`src/rtl/axis_averager_sequencer_pkg.sv`:
```
// ---------------------------------------------------------------------------
// averager_pkg
// Shared definitions for the AXI-Stream averager sequencer slice:
//   - FSM state encoding (IDLE / ARM / RUN)
//   - default sizing for frame address width and log-count saturation
//   - helper that saturates a requested log count
// ---------------------------------------------------------------------------
package averager_pkg;

  // Width of the log-count ports towards the averager.
  localparam int unsigned LOG_COUNT_W          = 5;

  // Default log2(points per frame); equals the averager BRAM address width.
  localparam int unsigned FRAME_ADDR_WIDTH_DEF = 10;

  // Default saturation limit for the latched log count.
  localparam int unsigned MAX_LOG_COUNT_DEF    = 16;

  // Sequencer state encoding.
  localparam int unsigned STATE_W = 2;
  localparam logic [1:0]  ST_IDLE = 2'd0;
  localparam logic [1:0]  ST_ARM  = 2'd1;
  localparam logic [1:0]  ST_RUN  = 2'd2;

  // Clamp a requested log count to the configured maximum.
  function automatic logic [LOG_COUNT_W-1:0] sat_log_count(
    input logic [LOG_COUNT_W-1:0] req,
    input int unsigned            max_lc
  );
    if (32'(req) > max_lc) begin
      return LOG_COUNT_W'(max_lc);
    end
    return req;
  endfunction

endpackage

```
`src/rtl/axis_averager_sequencer_if.sv`:
```
// ---------------------------------------------------------------------------
// axis_averager_sequencer_if
// Handshake bundle around the averager:
//   S_AXIS_*      upstream source -> sequencer
//   AVG_S_AXIS_*  sequencer -> averager input (tvalid only; tdata bypasses)
//   AVG_M_AXIS_*  averager output <-> sequencer
//   M_AXIS_*      sequencer -> downstream sink (tdata bypasses)
// Modports:
//   master  the sequencer's view
//   slave   the surrounding fabric's view (source, averager, sink)
// ---------------------------------------------------------------------------
interface axis_averager_sequencer_if;

  logic S_AXIS_tvalid;
  logic S_AXIS_tready;
  logic AVG_S_AXIS_tvalid;
  logic AVG_M_AXIS_tready;
  logic AVG_M_AXIS_tvalid;
  logic M_AXIS_tvalid;
  logic M_AXIS_tlast;
  logic M_AXIS_tready;

  modport master (
    input  S_AXIS_tvalid,
    input  AVG_M_AXIS_tvalid,
    input  M_AXIS_tready,
    output S_AXIS_tready,
    output AVG_S_AXIS_tvalid,
    output AVG_M_AXIS_tready,
    output M_AXIS_tvalid,
    output M_AXIS_tlast
  );

  modport slave (
    output S_AXIS_tvalid,
    output AVG_M_AXIS_tvalid,
    output M_AXIS_tready,
    input  S_AXIS_tready,
    input  AVG_S_AXIS_tvalid,
    input  AVG_M_AXIS_tready,
    input  M_AXIS_tvalid,
    input  M_AXIS_tlast
  );

endinterface

```
`src/rtl/axis_averager_sequencer_pass_counter.sv`:
```
// ---------------------------------------------------------------------------
// averager_pass_counter
// Sample and pass counters for the averager sequencer plus output-pass decode.
// The sample counter walks one frame (2^FRAME_ADDR_WIDTH beats); each frame
// wrap advances the pass counter. A pass P is an output pass when P != 0 and
// P is a multiple of 2^log_count.
// Ports:
//   aclk, aresetn    clock, synchronous active-low reset
//   clear            synchronous clear of both counters
//   beat             one accepted input beat
//   log_count        latched, saturated log2 of frames averaged
//   sample_last_c    sample counter is on the last point of the frame
//   out_pass_c       current pass produces a result frame
//   final_pass_c     current pass is pass 2^log_count
// ---------------------------------------------------------------------------
module averager_pass_counter
  import averager_pkg::*;
#(
  parameter int unsigned FRAME_ADDR_WIDTH = FRAME_ADDR_WIDTH_DEF,
  parameter int unsigned MAX_LOG_COUNT    = MAX_LOG_COUNT_DEF
) (
  input  logic                   aclk,
  input  logic                   aresetn,
  input  logic                   clear,
  input  logic                   beat,
  input  logic [LOG_COUNT_W-1:0] log_count,
  output logic                   sample_last_c,
  output logic                   out_pass_c,
  output logic                   final_pass_c
);

  localparam int unsigned PASS_W = MAX_LOG_COUNT + 1;

  logic [FRAME_ADDR_WIDTH-1:0] sample_cnt;
  logic [PASS_W-1:0]           pass_cnt;
  logic [PASS_W-1:0]           frame_period;
  logic [PASS_W-1:0]           pass_mask;
  logic [PASS_W-1:0]           pass_inc;

  // 2^L passes between result frames; log_count is already saturated.
  assign frame_period  = PASS_W'(1) << log_count;
  assign pass_mask     = frame_period - PASS_W'(1);

  assign sample_last_c = &sample_cnt;
  assign out_pass_c    = (pass_cnt != '0) && ((pass_cnt & pass_mask) == '0);
  assign final_pass_c  = (pass_cnt == frame_period);

  // On overflow skip back to 2^L instead of 0: keeps the 2^L alignment and
  // never re-enters pass 0, whose BRAM contents would be stale.
  assign pass_inc = (&pass_cnt) ? frame_period : pass_cnt + PASS_W'(1);

  // Sample/pass counting.
  always_ff @(posedge aclk) begin
    if (!aresetn || clear) begin
      sample_cnt <= '0;
      pass_cnt   <= '0;
    end else if (beat) begin
      sample_cnt <= sample_cnt + FRAME_ADDR_WIDTH'(1);
      if (sample_last_c) begin
        pass_cnt <= pass_inc;
      end
    end
  end

endmodule

```
`src/rtl/axis_averager_sequencer.sv`:
```
// ---------------------------------------------------------------------------
// axis_averager_sequencer
// Controls a frame averager: resets it, gates its input stream, holds back
// the passes whose output is not a finished average, and reports completion.
// Optional feature macro: AVG_SEQ_CONTINUOUS_EN adds the 'continuous' input;
// when latched high at start the run emits a result frame every 2^L passes
// until aborted instead of stopping after the first one.
// Ports:
//   aclk, aresetn   clock, synchronous active-low reset
//   start           run request (IDLE only)
//   abort           cancel, honoured in any state
//   continuous      (AVG_SEQ_CONTINUOUS_EN only) free-running mode, latched
//   log_count_in    requested log2 of frames averaged
//   log_count_out   latched, saturated log count to the averager
//   avg_aresetn     registered reset to the averager
//   busy            high outside IDLE
//   done            one-cycle pulse per completed result frame
//   aborted         one-cycle pulse on an honoured abort
//   axis            handshake bundle (master modport)
// ---------------------------------------------------------------------------
module axis_averager_sequencer
  import averager_pkg::*;
#(
  parameter int unsigned FRAME_ADDR_WIDTH = FRAME_ADDR_WIDTH_DEF,
  parameter int unsigned MAX_LOG_COUNT    = MAX_LOG_COUNT_DEF
) (
  input  logic                   aclk,
  input  logic                   aresetn,
  input  logic                   start,
  input  logic                   abort,
`ifdef AVG_SEQ_CONTINUOUS_EN
  input  logic                   continuous,
`endif
  input  logic [LOG_COUNT_W-1:0] log_count_in,
  output logic [LOG_COUNT_W-1:0] log_count_out,
  output logic                   avg_aresetn,
  output logic                   busy,
  output logic                   done,
  output logic                   aborted,
  axis_averager_sequencer_if.master axis
);

  logic [STATE_W-1:0]     state;
  logic [STATE_W-1:0]     state_next;
  logic [LOG_COUNT_W-1:0] log_count_next;
  logic                   cont_q;
  logic                   cont_next;
  logic                   cont_in_c;
  logic                   avg_aresetn_next;
  logic                   busy_next;
  logic                   done_next;
  logic                   aborted_next;

  logic                   in_run_c;
  logic                   avg_m_tready_c;
  logic                   m_tvalid_c;
  logic                   beat_c;
  logic                   m_last_hs_c;
  logic                   last_beat_c;
  logic                   cnt_clear_c;

  logic                   sample_last_c;
  logic                   out_pass_c;
  logic                   final_pass_c;

`ifdef AVG_SEQ_CONTINUOUS_EN
  assign cont_in_c = continuous;
`else
  assign cont_in_c = 1'b0;
`endif

  // Stream gating: the averager's output ready also paces its input, so it
  // is throttled by the sink only while results are actually emitted.
  assign in_run_c               = (state == ST_RUN);
  assign avg_m_tready_c         = in_run_c && (out_pass_c ? axis.M_AXIS_tready : 1'b1);
  assign m_tvalid_c             = axis.AVG_M_AXIS_tvalid && out_pass_c && in_run_c;

  assign axis.AVG_M_AXIS_tready = avg_m_tready_c;
  assign axis.S_AXIS_tready     = avg_m_tready_c;
  assign axis.AVG_S_AXIS_tvalid = axis.S_AXIS_tvalid && in_run_c;
  assign axis.M_AXIS_tvalid     = m_tvalid_c;
  assign axis.M_AXIS_tlast      = m_tvalid_c && sample_last_c;

  assign beat_c      = in_run_c && axis.S_AXIS_tvalid && avg_m_tready_c;
  assign m_last_hs_c = m_tvalid_c && axis.M_AXIS_tready && sample_last_c;
  assign last_beat_c = beat_c && sample_last_c && final_pass_c && !cont_q;
  assign cnt_clear_c = !in_run_c || abort;

  // Frame/pass bookkeeping.
  averager_pass_counter #(
    .FRAME_ADDR_WIDTH (FRAME_ADDR_WIDTH),
    .MAX_LOG_COUNT    (MAX_LOG_COUNT)
  ) u_pass_counter (
    .aclk          (aclk),
    .aresetn       (aresetn),
    .clear         (cnt_clear_c),
    .beat          (beat_c),
    .log_count     (log_count_out),
    .sample_last_c (sample_last_c),
    .out_pass_c    (out_pass_c),
    .final_pass_c  (final_pass_c)
  );

  // Next-state and registered-output decode; abort overrides everything.
  always_comb begin
    state_next     = state;
    log_count_next = log_count_out;
    cont_next      = cont_q;
    done_next      = 1'b0;
    aborted_next   = 1'b0;

    if (abort) begin
      state_next   = ST_IDLE;
      aborted_next = 1'b1;
    end else begin
      case (state)
        ST_IDLE: begin
          if (start) begin
            state_next     = ST_ARM;
            log_count_next = sat_log_count(log_count_in, MAX_LOG_COUNT);
            cont_next      = cont_in_c;
          end
        end
        ST_ARM: begin
          state_next = ST_RUN;
        end
        ST_RUN: begin
          done_next = m_last_hs_c;
          if (last_beat_c) begin
            state_next = ST_IDLE;
          end
        end
        default: begin
          state_next = ST_IDLE;
        end
      endcase
    end

    busy_next        = (state_next != ST_IDLE);
    // Averager leaves reset one cycle after ARM is entered.
    avg_aresetn_next = (state != ST_IDLE) && (state_next != ST_IDLE);
  end

  // State and output registers.
  always_ff @(posedge aclk) begin
    if (!aresetn) begin
      state         <= ST_IDLE;
      log_count_out <= '0;
      cont_q        <= 1'b0;
      avg_aresetn   <= 1'b0;
      busy          <= 1'b0;
      done          <= 1'b0;
      aborted       <= 1'b0;
    end else begin
      state         <= state_next;
      log_count_out <= log_count_next;
      cont_q        <= cont_next;
      avg_aresetn   <= avg_aresetn_next;
      busy          <= busy_next;
      done          <= done_next;
      aborted       <= aborted_next;
    end
  end

endmodule
```
`src/flat_wrapper.sv`:
```
// flat-port wrapper written by rule: the top's interface ports become plain ports
module axis_averager_sequencer_flat import averager_pkg::*;
#(
  parameter int unsigned FRAME_ADDR_WIDTH = FRAME_ADDR_WIDTH_DEF,
  parameter int unsigned MAX_LOG_COUNT    = MAX_LOG_COUNT_DEF
)
  (aclk, aresetn, start, abort, log_count_in, log_count_out, avg_aresetn, busy, done, aborted, axis_S_AXIS_tvalid, axis_AVG_M_AXIS_tvalid, axis_M_AXIS_tready, axis_S_AXIS_tready, axis_AVG_S_AXIS_tvalid, axis_AVG_M_AXIS_tready, axis_M_AXIS_tvalid, axis_M_AXIS_tlast);
  axis_averager_sequencer_if axis_i ();
  input  logic aclk;
  input  logic aresetn;
  input  logic start;
  input  logic abort;
  input  logic [LOG_COUNT_W-1:0] log_count_in;
  output logic [LOG_COUNT_W-1:0] log_count_out;
  output logic avg_aresetn;
  output logic busy;
  output logic done;
  output logic aborted;
  input wire logic [$bits(axis_i.S_AXIS_tvalid)-1:0] axis_S_AXIS_tvalid;
  input wire logic [$bits(axis_i.AVG_M_AXIS_tvalid)-1:0] axis_AVG_M_AXIS_tvalid;
  input wire logic [$bits(axis_i.M_AXIS_tready)-1:0] axis_M_AXIS_tready;
  output wire logic [$bits(axis_i.S_AXIS_tready)-1:0] axis_S_AXIS_tready;
  output wire logic [$bits(axis_i.AVG_S_AXIS_tvalid)-1:0] axis_AVG_S_AXIS_tvalid;
  output wire logic [$bits(axis_i.AVG_M_AXIS_tready)-1:0] axis_AVG_M_AXIS_tready;
  output wire logic [$bits(axis_i.M_AXIS_tvalid)-1:0] axis_M_AXIS_tvalid;
  output wire logic [$bits(axis_i.M_AXIS_tlast)-1:0] axis_M_AXIS_tlast;
  assign axis_i.S_AXIS_tvalid = axis_S_AXIS_tvalid;
  assign axis_i.AVG_M_AXIS_tvalid = axis_AVG_M_AXIS_tvalid;
  assign axis_i.M_AXIS_tready = axis_M_AXIS_tready;
  assign axis_S_AXIS_tready = axis_i.S_AXIS_tready;
  assign axis_AVG_S_AXIS_tvalid = axis_i.AVG_S_AXIS_tvalid;
  assign axis_AVG_M_AXIS_tready = axis_i.AVG_M_AXIS_tready;
  assign axis_M_AXIS_tvalid = axis_i.M_AXIS_tvalid;
  assign axis_M_AXIS_tlast = axis_i.M_AXIS_tlast;
  axis_averager_sequencer #(.FRAME_ADDR_WIDTH(FRAME_ADDR_WIDTH), .MAX_LOG_COUNT(MAX_LOG_COUNT)) u_core (.aclk(aclk), .aresetn(aresetn), .start(start), .abort(abort), .log_count_in(log_count_in), .log_count_out(log_count_out), .avg_aresetn(avg_aresetn), .busy(busy), .done(done), .aborted(aborted), .axis(axis_i));
endmodule
```
`config.mk`:
```
export PLATFORM = sky130hd
export DESIGN_NAME = axis_averager_sequencer_flat
export DESIGN_NICKNAME = d
export VERILOG_FILES = /design/src/rtl/axis_averager_sequencer_pkg.sv /design/src/rtl/axis_averager_sequencer_if.sv /design/src/rtl/axis_averager_sequencer_pass_counter.sv /design/src/rtl/axis_averager_sequencer.sv /design/src/flat_wrapper.sv
export SDC_FILE = /design/constraint.sdc
export NUM_CORES = 1
export LEC_CHECK = 0
export BUFFER_PORTS_ARGS = -buffer_cell sky130_fd_sc_hd__buf_2
export CORE_MARGIN = 1
export CORE_UTILIZATION = 38
export CTS_BUF_LIST = sky130_fd_sc_hd__clkbuf_8 sky130_fd_sc_hd__clkbuf_16
export CTS_CLUSTER_DIAMETER = 50
export DETAILED_ROUTE_END_ITERATION = 16
export SYNTH_ARGS = -nofsm -noshare
export SYNTH_HDL_FRONTEND = slang
export SYNTH_SLANG_ARGS = --single-unit
```
`constraint.sdc`:
```
create_clock -name aclk -period 6.15 [get_ports aclk]
set_clock_uncertainty 0.15 [all_clocks]
set_input_delay 1.23 -clock aclk [delete_from_list [all_inputs] [get_ports aclk]]
set_output_delay 1.23 -clock aclk [all_outputs]
set_load 0.01 [all_outputs]
```
==> flow_summary.toml <==
[cts]
cts.htree.levels = 2
cts_setup_buffers = 0
cts_max_path_buffers = 2
tritoncts = "done"
postCtsHoldBufs = 0
clk_pin_slew_ns = 0.09
insertion_delay_ns = 0.29
cts_resized = 0
cts_root_buf = "clkbuf_8"
clock_sinks = 38
cts_made_buffers = 5

[timing]
drv_slew = 0
tightest_slew_ns = 1.20
rsz0062_at_grt = "false"
slew_headroom = 0.197
hold_violations = 0
period_share = 0.889
setup_viol = 0
layout_min_cycle_time_ns = 5.47
clock.fmax_mhz = 183
timing.hold.ws_ns = 0.339
tns_ns = 0

[floorplanning]
rows = 31
io_pins = 26
die_h_um = 90.3
die_width_um = 90.3
coreArea_um2 = 7410
start_util = 0.400
die_area_um2 = 8150

[placed_design]
hpwl_um = 5880
gp_congestion = 0.920
io_buffers = 25
dp_cells = 498

[outcome]
outcome = "finished clean"

[grt]
grt_max_degree = 45
antenna_found_initial = 0
track_usage = 0.208
grt-ovfl-total = 0
grt_pass1_wl_um = 14000
grt_pass1_vias = 2805

[min_path]
min_from = "u_core.u_pass_counter.sample_cnt[7]"
hold_depth = 2
hold-path-endpoint = "u_core.u_pass_counter.sample_cnt[7]"
hold_path_class = "flop to flop"

[synthesis]
yosys.area.top_type = "dfxtp_1"
syn_inst = 407
synth_edf_count = 0
synthFlopType = "dfxtp_1"
synth_async_sr_flop_share = 0
yosys.cell_types.count = 68
synth_seq_cells = 38
yosysSeqAreaShare = 0.257
avgSynthCellArea_um2 = 7.27
synth_top_area_share = 0.257
yosys-top-cells-area = "dfxtp_1 (26%), nor2_1 (5.5%), nand2_1 (5.3%)"
synth_nets = 425
synth_area_um2 = 2960
yosysWarnings = 0

[critical_path]
ff2ff_path_depth = 10
required_ns = 4.77
path_max_fanout = 27
rrSetupSlack_ns = 1.54
cp_data_arrival_time_ns = 4.09
r2r_start = "u_core.log_count_out[2]"
r2r-end = "u_core.u_pass_counter.sample_cnt[5]"
crit_path_end_kind = "output port"
criticalPathCategory = "flop to output port"
cp-start-kind = "flop"

[drt]
firstDrtPassIters = 6
drt-initial-drc-count = 383
routed_wl_um = 8330
num_vias = 3120
routedWlPerCell_um = 16.5
vias_per_cell = 6.17
drtAntennaViolNets = 0
drc = 0

[cells_and_area]
num-fill-cells = 766
drive_above_1_share = 0.130
area_delta_synth_final_pct = 8.37
final_nets = 424
n_antenna_cell = 0
final_cells = 506
multi_input_area_um2 = 1980
ff_latch_area_um2 = 761
fin_util = 0.433

[power_and_ir_drop]
powerDensity_nw_per_um2 = 177
power_uw = 566
p_leak_nw = 1.04
vdd_drop_max_mv = 0.105

[run]
maxCapViolations = 0
==> per-layer routing <==
layer / GRT usage / wire length [um] / share of wire / up-vias
li1: - / - / - / 1500
met1: 0.292 / 3800 / 0.46 / 1465
met2: 0.324 / 3790 / 0.45 / 135
met3: 0.0337 / 613 / 0.074 / 20
met4: 0.0645 / 125 / 0.015 / 0
met5: 0 / 0 / 0 / -
==> cells in the mapped netlist (all sizes together) (5+ instances only) <==
library cell and instances:
nor2 43, nand2 42, dfxtp 38, o21ai 28
a21oi 26, clkbuf 25, nand3 17, a31oi 14
inv 14, buf 12, nand3b 9, and3 8
nand4 8, nor4 8, nor3 7, ha 6
nand2b 6, o211ai 6, a211oi 5, a21boi 5
or2 5
==> worst max-delay path by stage <==
stage	start	to	slack, ns	cells past startpoint
6_report	u_core.log_count_out[2]	axis_M_AXIS_tlast	0.68	9
5_1_grt	u_core.log_count_out[2]	axis_M_AXIS_tlast	0.22	9
4_1_cts	u_core.log_count_out[2]	axis_M_AXIS_tlast	0.68	9
3_5_place_dp	u_core.log_count_out[2]	axis_M_AXIS_tlast	1.05	9
3_3_place_gp	u_core.log_count_out[2]	axis_M_AXIS_tlast	1.25	10
2_1_floorplan	u_core.log_count_out[0]	axis_S_AXIS_tready	1.51	13
==> cell families after synthesis <==
logic type	count (synthesis)	synth area share
AND/OR/NAND/NOR	180	0.317
AO/OA/AOI/OAI	124	0.302
buffers and inverters	51	0.0748
flip-flops	38	0.257
XOR/XNOR	6	0.0178
adder cells (fa/ha/maj)	6	0.0254
multiplexers	2	0.00676
==> report_power, final <==
group / internal [mW] / switching [mW] / total (mW)
logic: 0.0179 / 0.0306 / 0.0485
clock network: 0.163 / 0.102 / 0.265
registers: 0.248 / 0.00459 / 0.253
total: 0.429 / 0.137 / 0.566
==> cell usage in the layout, fill, tap and decap left out, types with 6 or more instances in the layout <==
cell,count
a21oi_1,26
a31oi_1,14
and3_1,8
buf_2,25
dfxtp_1,38
ha_1,6
inv_1,14
nand2_1,42
nand2b_1,6
nand3_1,17
nand3b_1,9
nand4_1,8
nor2_1,43
nor3_1,7
nor4_1,7
o211ai_1,6
o21ai_0,19
o21ai_1,9
==> worst max-delay path, cell delays in order (launching register included) <==
cell	delay [ns]
dfxtp_1	0.57
nor3_1	0.89
nand2_1	0.22
ha_1	0.47
o21ai_0	0.19
a31oi_1	0.15
nor4_2	0.64
nand3b_1	0.22
nor3_1	0.26
buf_2	0.17
==> through the flow <==
step           setup slack, ns  area [um2]
2_1_floorplan             1.51        2960
3_5_place_dp              1.05        3070
6_report                 0.683        3210
4_1_cts                  0.678        3210
5_1_grt                  0.218        3210
3_3_place_gp              1.25        3070
==> sequential cells by signal, summed over array words and instances (netlist names) <==
signal and flops:
u_core.state 2, u_core.busy 1, u_core.log_count_out 5, u_core.u_pass_counter.pass_cnt 17, u_core.done 1, u_core.u_pass_counter.sample_cnt 10, u_core.aborted 1, u_core.avg_aresetn 1
==> layout make-up <==
type	count	share of cell area
well taps	99	0.0386
flip-flops and latches	38	0.237
clock buffers	5	0.0215
multi-input cells	318	0.617
repair buffers	29	0.0484
clock inverters	3	0.0215
inverters	14	0.0164
(Power assumes the default switching activity.)
